--- src/rtl/key_found_arbiter_pkg.sv ---
// Shared types and constants for the RC4 key-search found arbiter.
package key_arb_pkg;

  localparam int DEF_NUM_CORES     = 4;
  localparam int DEF_LOG_NUM_CORES = 2;
  localparam int WD_W              = 25;

  typedef enum logic [2:0] {
    IDLE   = 3'd0,
    RUN    = 3'd1,
    SELECT = 3'd2,
    PULL   = 3'd3,
    SETTLE = 3'd4,
    DONE   = 3'd5
  } state_e;

  typedef logic [DEF_LOG_NUM_CORES-1:0] core_idx_t;

endpackage

--- src/rtl/key_found_arbiter_if.sv ---
// Core-control and pull-stage bundle between the found arbiter and its neighbours.
interface key_found_arbiter_if
  import key_arb_pkg::*;
#(
  parameter int NUM_CORES     = DEF_NUM_CORES,
  parameter int LOG_NUM_CORES = DEF_LOG_NUM_CORES
);

  logic                     start;
  logic [NUM_CORES-1:0]     core_done;
  logic [NUM_CORES-1:0]     core_found;
  logic                     cores_start;
  logic                     cores_stop;
  logic                     pull_enable;
  logic [LOG_NUM_CORES-1:0] pull_addr;
  logic                     search_done;
  logic                     key_found;
  logic                     timed_out;

  modport slave (
    input  start, core_done, core_found,
    output cores_start, cores_stop, pull_enable, pull_addr,
           search_done, key_found, timed_out
  );

  modport master (
    output start, core_done, core_found,
    input  cores_start, cores_stop, pull_enable, pull_addr,
           search_done, key_found, timed_out
  );

endinterface

--- src/rtl/key_found_arbiter_lowest_set_encoder.sv ---
// Combinational priority encoder: index of the lowest set bit, plus an any-set flag.
module lowest_set_encoder #(
  parameter int NUM_CORES     = 4,
  parameter int LOG_NUM_CORES = 2
) (
  input  logic [NUM_CORES-1:0]     vec_i,
  output logic [LOG_NUM_CORES-1:0] index_o,
  output logic                     any_o
);

  // Scan from the top so the lowest set bit is the last one written.
  always_comb begin
    index_o = '0;
    any_o   = |vec_i;
    for (int i = NUM_CORES - 1; i >= 0; i--) begin
      index_o = vec_i[i] ? LOG_NUM_CORES'(i) : index_o;
    end
  end

endmodule

--- src/rtl/key_found_arbiter.sv ---
// Launches the cracking cores, picks the winning core and strobes the key pull stage.
// Optional watchdog enabled by defining KEY_ARB_TIMEOUT_EN.
module key_found_arbiter
  import key_arb_pkg::*;
#(
  parameter int NUM_CORES      = DEF_NUM_CORES,
  parameter int LOG_NUM_CORES  = DEF_LOG_NUM_CORES,
  parameter int TIMEOUT_CYCLES = 16777216
) (
  input  logic                clk,
  input  logic                reset,
  key_found_arbiter_if.slave  arb_if
);

  if (LOG_NUM_CORES != ((NUM_CORES > 1) ? $clog2(NUM_CORES) : 1)) begin : g_bad_log
    $error("LOG_NUM_CORES does not match NUM_CORES");
  end
  if (TIMEOUT_CYCLES < 1 || TIMEOUT_CYCLES > (2 ** WD_W) - 1) begin : g_bad_timeout
    $error("TIMEOUT_CYCLES out of watchdog range");
  end

  state_e                   state_q, state_d;
  logic [NUM_CORES-1:0]     hit_s, hit_q, hit_d, enc_in_s;
  logic [LOG_NUM_CORES-1:0] enc_idx_s;
  logic                     enc_any_s, all_done_s, expire_s;
  logic                     cores_start_q, cores_start_d;
  logic                     cores_stop_q, cores_stop_d;
  logic                     pull_enable_q, pull_enable_d;
  logic [LOG_NUM_CORES-1:0] pull_addr_q, pull_addr_d;
  logic                     search_done_q, search_done_d;
  logic                     key_found_q, key_found_d;

  assign hit_s      = arb_if.core_done & arb_if.core_found;
  assign all_done_s = &arb_if.core_done;
  // One encoder serves both the RUN hit test (live hits) and SELECT (latched hits).
  assign enc_in_s   = (state_q == SELECT) ? hit_q : hit_s;

  lowest_set_encoder #(
    .NUM_CORES     (NUM_CORES),
    .LOG_NUM_CORES (LOG_NUM_CORES)
  ) u_enc (
    .vec_i   (enc_in_s),
    .index_o (enc_idx_s),
    .any_o   (enc_any_s)
  );

  // Next-state and next-output decode.
  always_comb begin
    state_d       = state_q;
    hit_d         = hit_q;
    cores_start_d = 1'b0;
    cores_stop_d  = cores_stop_q;
    pull_enable_d = 1'b0;
    pull_addr_d   = pull_addr_q;
    search_done_d = search_done_q;
    key_found_d   = key_found_q;
    case (state_q)
      IDLE, DONE: begin
        if (arb_if.start) begin
          state_d       = RUN;
          cores_start_d = 1'b1;
          cores_stop_d  = 1'b0;
          search_done_d = 1'b0;
          key_found_d   = 1'b0;
        end else begin
          state_d = state_q;
        end
      end
      RUN: begin
        // A hit beats both all-done and watchdog expiry in the same cycle.
        if (enc_any_s) begin
          state_d      = SELECT;
          hit_d        = hit_s;
          cores_stop_d = 1'b1;
        end else if (all_done_s || expire_s) begin
          state_d       = DONE;
          cores_stop_d  = 1'b1;
          search_done_d = 1'b1;
          key_found_d   = 1'b0;
        end else begin
          state_d = RUN;
        end
      end
      SELECT: begin
        state_d       = PULL;
        pull_addr_d   = enc_idx_s;
        pull_enable_d = 1'b1;
      end
      PULL: begin
        state_d = SETTLE;
      end
      SETTLE: begin
        state_d       = DONE;
        search_done_d = 1'b1;
        key_found_d   = 1'b1;
      end
      default: begin
        state_d = IDLE;
      end
    endcase
  end

  // State and output registers.
  always_ff @(posedge clk) begin
    if (reset) begin
      state_q       <= IDLE;
      hit_q         <= '0;
      cores_start_q <= 1'b0;
      cores_stop_q  <= 1'b0;
      pull_enable_q <= 1'b0;
      pull_addr_q   <= '0;
      search_done_q <= 1'b0;
      key_found_q   <= 1'b0;
    end else begin
      state_q       <= state_d;
      hit_q         <= hit_d;
      cores_start_q <= cores_start_d;
      cores_stop_q  <= cores_stop_d;
      pull_enable_q <= pull_enable_d;
      pull_addr_q   <= pull_addr_d;
      search_done_q <= search_done_d;
      key_found_q   <= key_found_d;
    end
  end

`ifdef KEY_ARB_TIMEOUT_EN
  logic [WD_W-1:0] wd_q, wd_d;
  logic            timed_out_q, timed_out_d;

  // Expiry is seen in the last RUN cycle so DONE lands exactly TIMEOUT_CYCLES after RUN entry.
  assign expire_s = (wd_q == WD_W'(TIMEOUT_CYCLES - 1));

  // Watchdog count and timeout flag next-state.
  always_comb begin
    wd_d        = wd_q;
    timed_out_d = timed_out_q;
    if (state_q == RUN) begin
      wd_d        = wd_q + WD_W'(1);
      timed_out_d = expire_s & ~enc_any_s & ~all_done_s;
    end else if (((state_q == IDLE) || (state_q == DONE)) && arb_if.start) begin
      wd_d        = '0;
      timed_out_d = 1'b0;
    end else begin
      wd_d = wd_q;
    end
  end

  // Watchdog registers.
  always_ff @(posedge clk) begin
    if (reset) begin
      wd_q        <= '0;
      timed_out_q <= 1'b0;
    end else begin
      wd_q        <= wd_d;
      timed_out_q <= timed_out_d;
    end
  end

  assign arb_if.timed_out = timed_out_q;
`else
  assign expire_s         = 1'b0;
  assign arb_if.timed_out = 1'b0;
`endif

  assign arb_if.cores_start = cores_start_q;
  assign arb_if.cores_stop  = cores_stop_q;
  assign arb_if.pull_enable = pull_enable_q;
  assign arb_if.pull_addr   = pull_addr_q;
  assign arb_if.search_done = search_done_q;
  assign arb_if.key_found   = key_found_q;

endmodule

--- src/flat_wrapper.sv ---
// flat-port wrapper written by rule: the top's interface ports become plain ports
module key_found_arbiter_flat import key_arb_pkg::*;
#(
  parameter int NUM_CORES      = DEF_NUM_CORES,
  parameter int LOG_NUM_CORES  = DEF_LOG_NUM_CORES,
  parameter int TIMEOUT_CYCLES = 16777216
)
  (clk, reset, arb_if_start, arb_if_core_done, arb_if_core_found, arb_if_cores_start, arb_if_cores_stop, arb_if_pull_enable, arb_if_pull_addr, arb_if_search_done, arb_if_key_found, arb_if_timed_out);
  key_found_arbiter_if #(.NUM_CORES(NUM_CORES), .LOG_NUM_CORES(LOG_NUM_CORES)) arb_if_i ();
  input  logic clk;
  input  logic reset;
  input wire logic [$bits(arb_if_i.start)-1:0] arb_if_start;
  input wire logic [$bits(arb_if_i.core_done)-1:0] arb_if_core_done;
  input wire logic [$bits(arb_if_i.core_found)-1:0] arb_if_core_found;
  output wire logic [$bits(arb_if_i.cores_start)-1:0] arb_if_cores_start;
  output wire logic [$bits(arb_if_i.cores_stop)-1:0] arb_if_cores_stop;
  output wire logic [$bits(arb_if_i.pull_enable)-1:0] arb_if_pull_enable;
  output wire logic [$bits(arb_if_i.pull_addr)-1:0] arb_if_pull_addr;
  output wire logic [$bits(arb_if_i.search_done)-1:0] arb_if_search_done;
  output wire logic [$bits(arb_if_i.key_found)-1:0] arb_if_key_found;
  output wire logic [$bits(arb_if_i.timed_out)-1:0] arb_if_timed_out;
  assign arb_if_i.start = arb_if_start;
  assign arb_if_i.core_done = arb_if_core_done;
  assign arb_if_i.core_found = arb_if_core_found;
  assign arb_if_cores_start = arb_if_i.cores_start;
  assign arb_if_cores_stop = arb_if_i.cores_stop;
  assign arb_if_pull_enable = arb_if_i.pull_enable;
  assign arb_if_pull_addr = arb_if_i.pull_addr;
  assign arb_if_search_done = arb_if_i.search_done;
  assign arb_if_key_found = arb_if_i.key_found;
  assign arb_if_timed_out = arb_if_i.timed_out;
  key_found_arbiter #(.NUM_CORES(NUM_CORES), .LOG_NUM_CORES(LOG_NUM_CORES), .TIMEOUT_CYCLES(TIMEOUT_CYCLES)) u_core (.clk(clk), .reset(reset), .arb_if(arb_if_i));
endmodule
--- config.mk ---
export PLATFORM = sky130hd
export DESIGN_NAME = key_found_arbiter_flat
export DESIGN_NICKNAME = d
export VERILOG_FILES = /design/src/rtl/key_found_arbiter_pkg.sv /design/src/rtl/key_found_arbiter_if.sv /design/src/rtl/key_found_arbiter_lowest_set_encoder.sv /design/src/rtl/key_found_arbiter.sv /design/src/flat_wrapper.sv
export SDC_FILE = /design/constraint.sdc
export NUM_CORES = 1
export LEC_CHECK = 0
export CAP_MARGIN = 20
export CORE_UTILIZATION = 48
export DETAILED_ROUTE_END_ITERATION = 8
export GPL_ROUTABILITY_DRIVEN = 0
export GPL_TIMING_DRIVEN = 0
export PLACE_DENSITY = 0.91
export RECOVER_POWER = 50
export SLEW_MARGIN = 0
export SYNTH_ARGS = -nofsm -noshare
export SYNTH_HDL_FRONTEND = slang
export SYNTH_HIERARCHICAL = 1
export SYNTH_SLANG_ARGS = --single-unit
--- constraint.sdc ---
create_clock -name clk -period 2.9 [get_ports clk]
set_input_delay 0.58 -clock clk [delete_from_list [all_inputs] [get_ports clk]]
set_output_delay 0.58 -clock clk [all_outputs]
set_load 0.05 [all_outputs]
==> results of run 1 <==
==> worst paths after layout <==
check | from | endpoint | slack [ns] | cells after the start
max reg2reg | u_core/state_q[1] | u_core/arb_if.key_found | 0.50 | 10
max | u_core/state_q[1] | u_core/arb_if.key_found | 0.50 | 10
min reg2reg | u_core/arb_if.search_done | u_core/arb_if.search_done | 0.44 | 2
min | u_core/arb_if.search_done | u_core/arb_if.search_done | 0.44 | 2
==> routing by layer <==
| metal | routed length, um | part of all wire (%) |
|---|---|---|
| met1 | 643 | 44 |
| met2 | 725 | 49 |
| met3 | 76 | 5.1 |
| met4 | 33 | 2.2 |
| met5 | 0 | 0 |
==> cell type report <==
cell class,count,area share (%)
Multi-Input combinational cell,68,39.1
Sequential cell,14,31.7
Timing Repair Buffer,17,19.3
Buffer,6,3.97
Clock buffer,3,2.55
Tap cell,15,2.12
Inverter,3,1.27
==> stage by stage <==
stage	std cells	setup WS (ns)	total power [uW]	instance area, sq um	util, %
detailed placement	123	0.536	353	861	66.2
CTS	126	0.593	460	883	67.9
finish	126	0.504	456	883	67.9
floorplan	91	0.904	309	672	-
global placement	123	0.613	348	861	66.2
global route	126	0.323	478	883	67.9
==> cells in the mapped netlist, drive strengths merged <==
cell type  number
nand2          16
nor2           15
dfxtp          14
a21oi          12
o21ai           6
buf             3
clkbuf          3
inv             3
nor2b           3
nor3            3
a32o            2
a211o           1
a21boi          1
a21o            1
and2            1
conb            1
nand2b          1
nand4           1
nand4bb         1
o21a            1
o21bai          1
or3b            1
==> worst max-delay path: stages, from the launching register on <==
cell,delay [ns]
dfxtp_1,0.33
clkbuf_1,0.30
and2_0,0.18
buf_2,0.20
o21ai_0,0.20
nor2_1,0.15
nand2_1,0.11
nor2_1,0.15
a21oi_1,0.06
a211o_1,0.33
a32o_1,0.26
==> logic make-up (layout without fill, tap and decap cells) <==
| family | Yosys count | count (layout) | share of synthesized area (%) |
|---|---|---|---|
| other | 1 | 1 | 0.558 |
| AND/OR/NAND/NOR | 42 | 42 | 28.1 |
| flip-flops | 14 | 14 | 41.7 |
| buffers and inverters | 9 | 29 | 6.89 |
| AO/OA/AOI/OAI | 25 | 25 | 22.7 |
==> flip-flops by register name, indices dropped and copies added (netlist names) <==
name                       count
u_core/arb_if.pull_addr        2
u_core/arb_if.cores_stop       1
u_core/arb_if.pull_enable      1
u_core/state_q                 3
u_core/arb_if.key_found        1
u_core/arb_if.cores_start      1
u_core/arb_if.search_done      1
u_core/hit_q                   4
==> report_power, final <==
| group | total (uW) | leakage (uW) | internal [uW] | switching (uW) |
|---|---|---|---|---|
| clock network | 108 | 0.0000138 | 48.1 | 60.2 |
| registers | 214 | 0.000114 | 206 | 8.40 |
| logic | 134 | 0.000228 | 52.8 | 80.8 |
| total | 456 | 0.000356 | 306 | 149 |
==> flow_metrics.env, run 1 <==
export IMPL_io_buffers=17
export IMPL_final_fill_count=121
export IMPL_regArea_sq_um=280
export IMPL_worstPathArrival_ns=2.57
export IMPL_worst_pin_slew_ns=0.497
export IMPL_rows=13
export IMPL_ys_top_cells_by_area="dfxtp_1 42%, nand2_1 8.9%, nor2_1 8.4%"
export IMPL_final_period_utilization_pct=82.6
export IMPL_avgSynthCellArea_sq_um=7.38
export IMPL_yosys_warnings=6
export IMPL_area_delta_synth_final_pct=31.5
export IMPL_peakVddDrop_v=0.000303
export IMPL_syn_nets=102
export IMPL_drtIter0Drc=10
export IMPL_netlist_area_sq_um=672
export IMPL_hold_slack_ns=0.444
export IMPL_grt_setup_unrepaired="false"
export IMPL_critical_path_class="reg -> reg"
export IMPL_cts_setup_buffers=0
export IMPL_die_h_um=39.4
export IMPL_critPathRequiredTime_ns=3.07
export IMPL_cts_path_max_buffers=2
export IMPL_cts_tree="built"
export IMPL_grt_max_degree=11
export IMPL_seq_area_frac_synth_pct=41.7
export IMPL_layout_common_cells="16 x nand2_1, 15 x nor2_1, 14 x dfxtp_1"
export IMPL_status="complete, no violations"
export IMPL_core_sq_um=1300
export IMPL_cp_start_kind="register"
export IMPL_syn_inst=91
export IMPL_fin_nets=124
export IMPL_cts_hold_repair_buffers=0
export IMPL_grt_pass1_wl_mm=2.31
export IMPL_num_antenna_cells=0
export IMPL_period_minus_slack_ns=2.40
export IMPL_slew_headroom_pct=66.8
export IMPL_met3_usage_pct=3.41
export IMPL_drive_above_1_share_pct=6.31
export IMPL_power_leakage_uw=0.000356
export IMPL_ant_nets=0
export IMPL_met1_usage_pct=23.1
export IMPL_routed_wl_mm=1.48
export IMPL_synth_largest_area_cell="dfxtp_1"
export IMPL_fin_worst_skew_ns=0.000222
export IMPL_crit_fanout=10
export IMPL_dieArea_sq_um=1550
export IMPL_synth_top_cell_area_share_pct=41.7
export IMPL_synth_seq_cells=14
export IMPL_dp_hpwl_mm=1.10
export IMPL_cts_root_buf="clkbuf_4"
export IMPL_final_common_cell="nand2_1"
export IMPL_grt_busiest_layer="met2"
export IMPL_via_count=685
export IMPL_grt_usage_pct=22.6
export IMPL_first_pass_iters=5
export IMPL_setup_tns_ns=0
export IMPL_power_density_nw_per_um2=516
export IMPL_wl_per_cell_um=11.7
export IMPL_setup_viol=0
export IMPL_die_x_um=39.4
export IMPL_ys_types=26
export IMPL_hold_viol=0
export IMPL_path_clk_slew_ns=0.08
export IMPL_grt_pass1_vias=590
export IMPL_clock_sinks=14
export IMPL_io_pins=19
export IMPL_fmax_mhz=417
export IMPL_antenna_found_initial=0
export IMPL_initial_core_util_pct=51.6
export IMPL_htree_levels=1
export IMPL_grt_overflow=0
export IMPL_drv_cap=0
export IMPL_post_route_drc_count=0
export IMPL_viasPerCell=5.44
export IMPL_multi_input_area_sq_um=345
export IMPL_crit_path_end_kind="register"
export IMPL_grtUsageMet2_pct=41.0
export IMPL_numCtsBuffers=3
export IMPL_cts_repair_resized=0
export IMPL_clock_latency_ns=0.27
export IMPL_min_path_type="reg -> reg"
export IMPL_final_max_slew_viol_count=0
No activity file was read; power rests on OpenSTA's default activity.
==> run 2, diff against run 1 <==
--- a/config.mk
+++ b/config.mk
@@ -6,11 +6,11 @@
 export NUM_CORES = 1
 export LEC_CHECK = 0
 export CAP_MARGIN = 20
-export CORE_UTILIZATION = 48
+export CORE_UTILIZATION = 40
 export DETAILED_ROUTE_END_ITERATION = 8
 export GPL_ROUTABILITY_DRIVEN = 0
 export GPL_TIMING_DRIVEN = 0
-export PLACE_DENSITY = 0.91
+export PLACE_DENSITY = 0.83
 export RECOVER_POWER = 50
 export SLEW_MARGIN = 0
 export SYNTH_ARGS = -nofsm -noshare
==> constraint.sdc (replaced) <==
create_clock -name clk -period 1.9 [get_ports clk]
set_input_delay 0.38 -clock clk [delete_from_list [all_inputs] [get_ports clk]]
set_output_delay 0.38 -clock clk [all_outputs]
set_load 0.05 [all_outputs]
==> run 2 against run 1 <==
  * Routed wire length up 6.3%
  * Cell count up 4.0%
  * Sequential cell count unchanged
  * First-iteration DRC count up 20%
  * Critical path depth unchanged
  * Critical path type unchanged
  * Largest cell class unchanged
==> flow_metrics.env, run 2 (synthesized netlist as in run 1, its figures left out) <==
export IMPL_final_period_utilization_pct=97.9
export IMPL_power_density_nw_per_um2=752
export IMPL_num_antenna_cells=0
export IMPL_hold_viol=0
export IMPL_drtIter0Drc=12
export IMPL_min_path_type="reg -> reg"
export IMPL_power_uw=754
export IMPL_grt_pass1_vias=600
export IMPL_power_leakage_uw=0.000390
export IMPL_clock_sinks=14
export IMPL_period_minus_slack_ns=1.86
export IMPL_fin_nets=128
export IMPL_cts_tree="built"
export IMPL_dp_slack_ns=-0.228
export IMPL_critical_path_class="reg -> reg"
export IMPL_reg2reg_from="u_core/state_q[1]"
export IMPL_first_pass_iters=5
export IMPL_r2r_cells=10
export IMPL_slowest_delay_ns=0.32
export IMPL_fmax_mhz=538
export IMPL_slowest_stage="dfxtp_1"
export IMPL_io_pins=19
export IMPL_area_delta_synth_final_pct=49.2
export IMPL_critical_path_cell_chain="clkbuf_8, and2_4, nand2_2, o21ai_4, nor2_2, nand2_2, nor2_4, a21oi_2, a211o_1, a32o_1"
export IMPL_path_delay_family="simple AND/OR/NAND/NOR gates"
export IMPL_die_h_um=43.0
export IMPL_setup_viol=0
export IMPL_htree_levels=1
export IMPL_grt_max_degree=12
export IMPL_wl_per_cell_um=12.0
export IMPL_status="complete, no violations"
export IMPL_numCtsBuffers=3
export IMPL_multi_input_area_sq_um=423
export IMPL_largest_register_ffs=4
export IMPL_rows=14
export IMPL_min_delay_worst_endpoint="u_core/arb_if.pull_addr[0]"
export IMPL_fin_worst_skew_ns=0.00333
export IMPL_worstPathArrival_ns=2.03
export IMPL_place_area_sq_um=873
export IMPL_cts_root_buf="clkbuf_4"
export IMPL_path_clk_slew_ns=0.08
export IMPL_via_count=713
export IMPL_grt_overflow=0
export IMPL_cts_hold_repair_buffers=0
export IMPL_max_flop_register="u_core/hit_q"
export IMPL_regToRegSetupSlack_ns=0.04
export IMPL_io_buffers=17
export IMPL_ant_nets=0
export IMPL_clock_latency_ns=0.27
export IMPL_cpMostUsedCell="nand2_2"
export IMPL_min_path_cells=2
export IMPL_final_fill_count=145
export IMPL_hold_slack_ns=0.466
export IMPL_crit_path_end_kind="register"
export IMPL_r2r_end="u_core/arb_if.key_found"
export IMPL_layout_common_cells="15 x clkdlybuf4s50_1, 13 x nand2_1, 12 x dfxtp_1"
export IMPL_dieArea_sq_um=1850
export IMPL_drive_above_1_share_pct=25.2
export IMPL_critical_path_buf_inv_count=1
export IMPL_cp_start_kind="register"
export IMPL_peakVddDrop_v=0.000419
export IMPL_grt_pass1_wl_mm=2.33
export IMPL_die_x_um=43.0
export IMPL_routed_wl_mm=1.57
export IMPL_viasPerCell=5.44
export IMPL_core_sq_um=1540
export IMPL_grt_usage_pct=16.5
export IMPL_dp_cells=124
export IMPL_crit_fanout=11
export IMPL_initial_core_util_pct=43.6
export IMPL_final_common_cell="clkdlybuf4s50_1"
export IMPL_critPathRequiredTime_ns=2.07
export IMPL_regArea_sq_um=285
export IMPL_layout_cells_non_filler=131
export IMPL_post_route_drc_count=0
export IMPL_drv_cap=0
export IMPL_fin_ws_ns=0.0403
export IMPL_final_area_sq_um=1000
export IMPL_worstHoldStart="u_core/arb_if.pull_addr[0]"
export IMPL_cts_path_max_buffers=2
export IMPL_dp_hpwl_um=982
export IMPL_antenna_found_initial=0
export IMPL_final_max_slew_viol_count=0
run 2: worst max-delay path by stage:
stage / slack [ns] / cells after the start / endpoint / start
final: 0.04 / 10 / u_core/arb_if.key_found / u_core/state_q[1]
after floorplan: 0.02 / 12 / u_core/arb_if.key_found / u_core/state_q[2]
after CTS: 0.007 / 10 / u_core/arb_if.key_found / u_core/state_q[2]
after global placement: -0.18 / 9 / u_core/arb_if.key_found / arb_if_core_done[3]
after detailed placement: -0.23 / 9 / u_core/arb_if.key_found / arb_if_core_done[0]
after global routing: -0.01 / 9 / u_core/arb_if.key_found / u_core/state_q[1]
run 2: cell type report:
class	count	area share [%]
repair buffers	23	21.5
multi-input cells	69	42.2
flip-flops and latches	14	28.5
inverters	3	1.12
clock buffers	3	2.25
well taps	16	2.00
plain buffers	3	2.50
run 2: layer usage:
metal / wire (um) / share of wire (%) / GRT usage (%)
met2: 751 / 48 / 27.3
met1: 723 / 46 / 20.5
met3: 89 / 5.7 / 4.26
met4: 6 / 0.38 / 6.06
met5: 0 / 0 / 0
run 2: worst min-delay path: stages (launching register included):
cell,delay (ns)
dfxtp_1,0.32
nand2_1,0.05
a21oi_1,0.06
run 2: per-stage QoR:
| stage | utilization [%] | setup TNS (ns) |
|---|---|---|
| detailed placement | 56.7 | -1.15 |
| global route | 65.0 | -0.0147 |
| finish | 65.0 | 0 |
| floorplan | - | 0 |
| global placement | 56.7 | -0.805 |
| CTS | 61.4 | 0 |
run 2: repair_timing:
item	CTS	global route
pin swaps	5	9
setup buffers	4	2
gates resized for setup	8	14
setup endpoints to repair	6	6
endpoints found under the hold margin	0	0
gates cloned	1	0
run 2: power breakdown:
| part | internal, uW | switching [uW] |
|---|---|---|
| Sequential | 315 | 12.9 |
| Clock | 73.3 | 91.5 |
| Combinational | 116 | 145 |
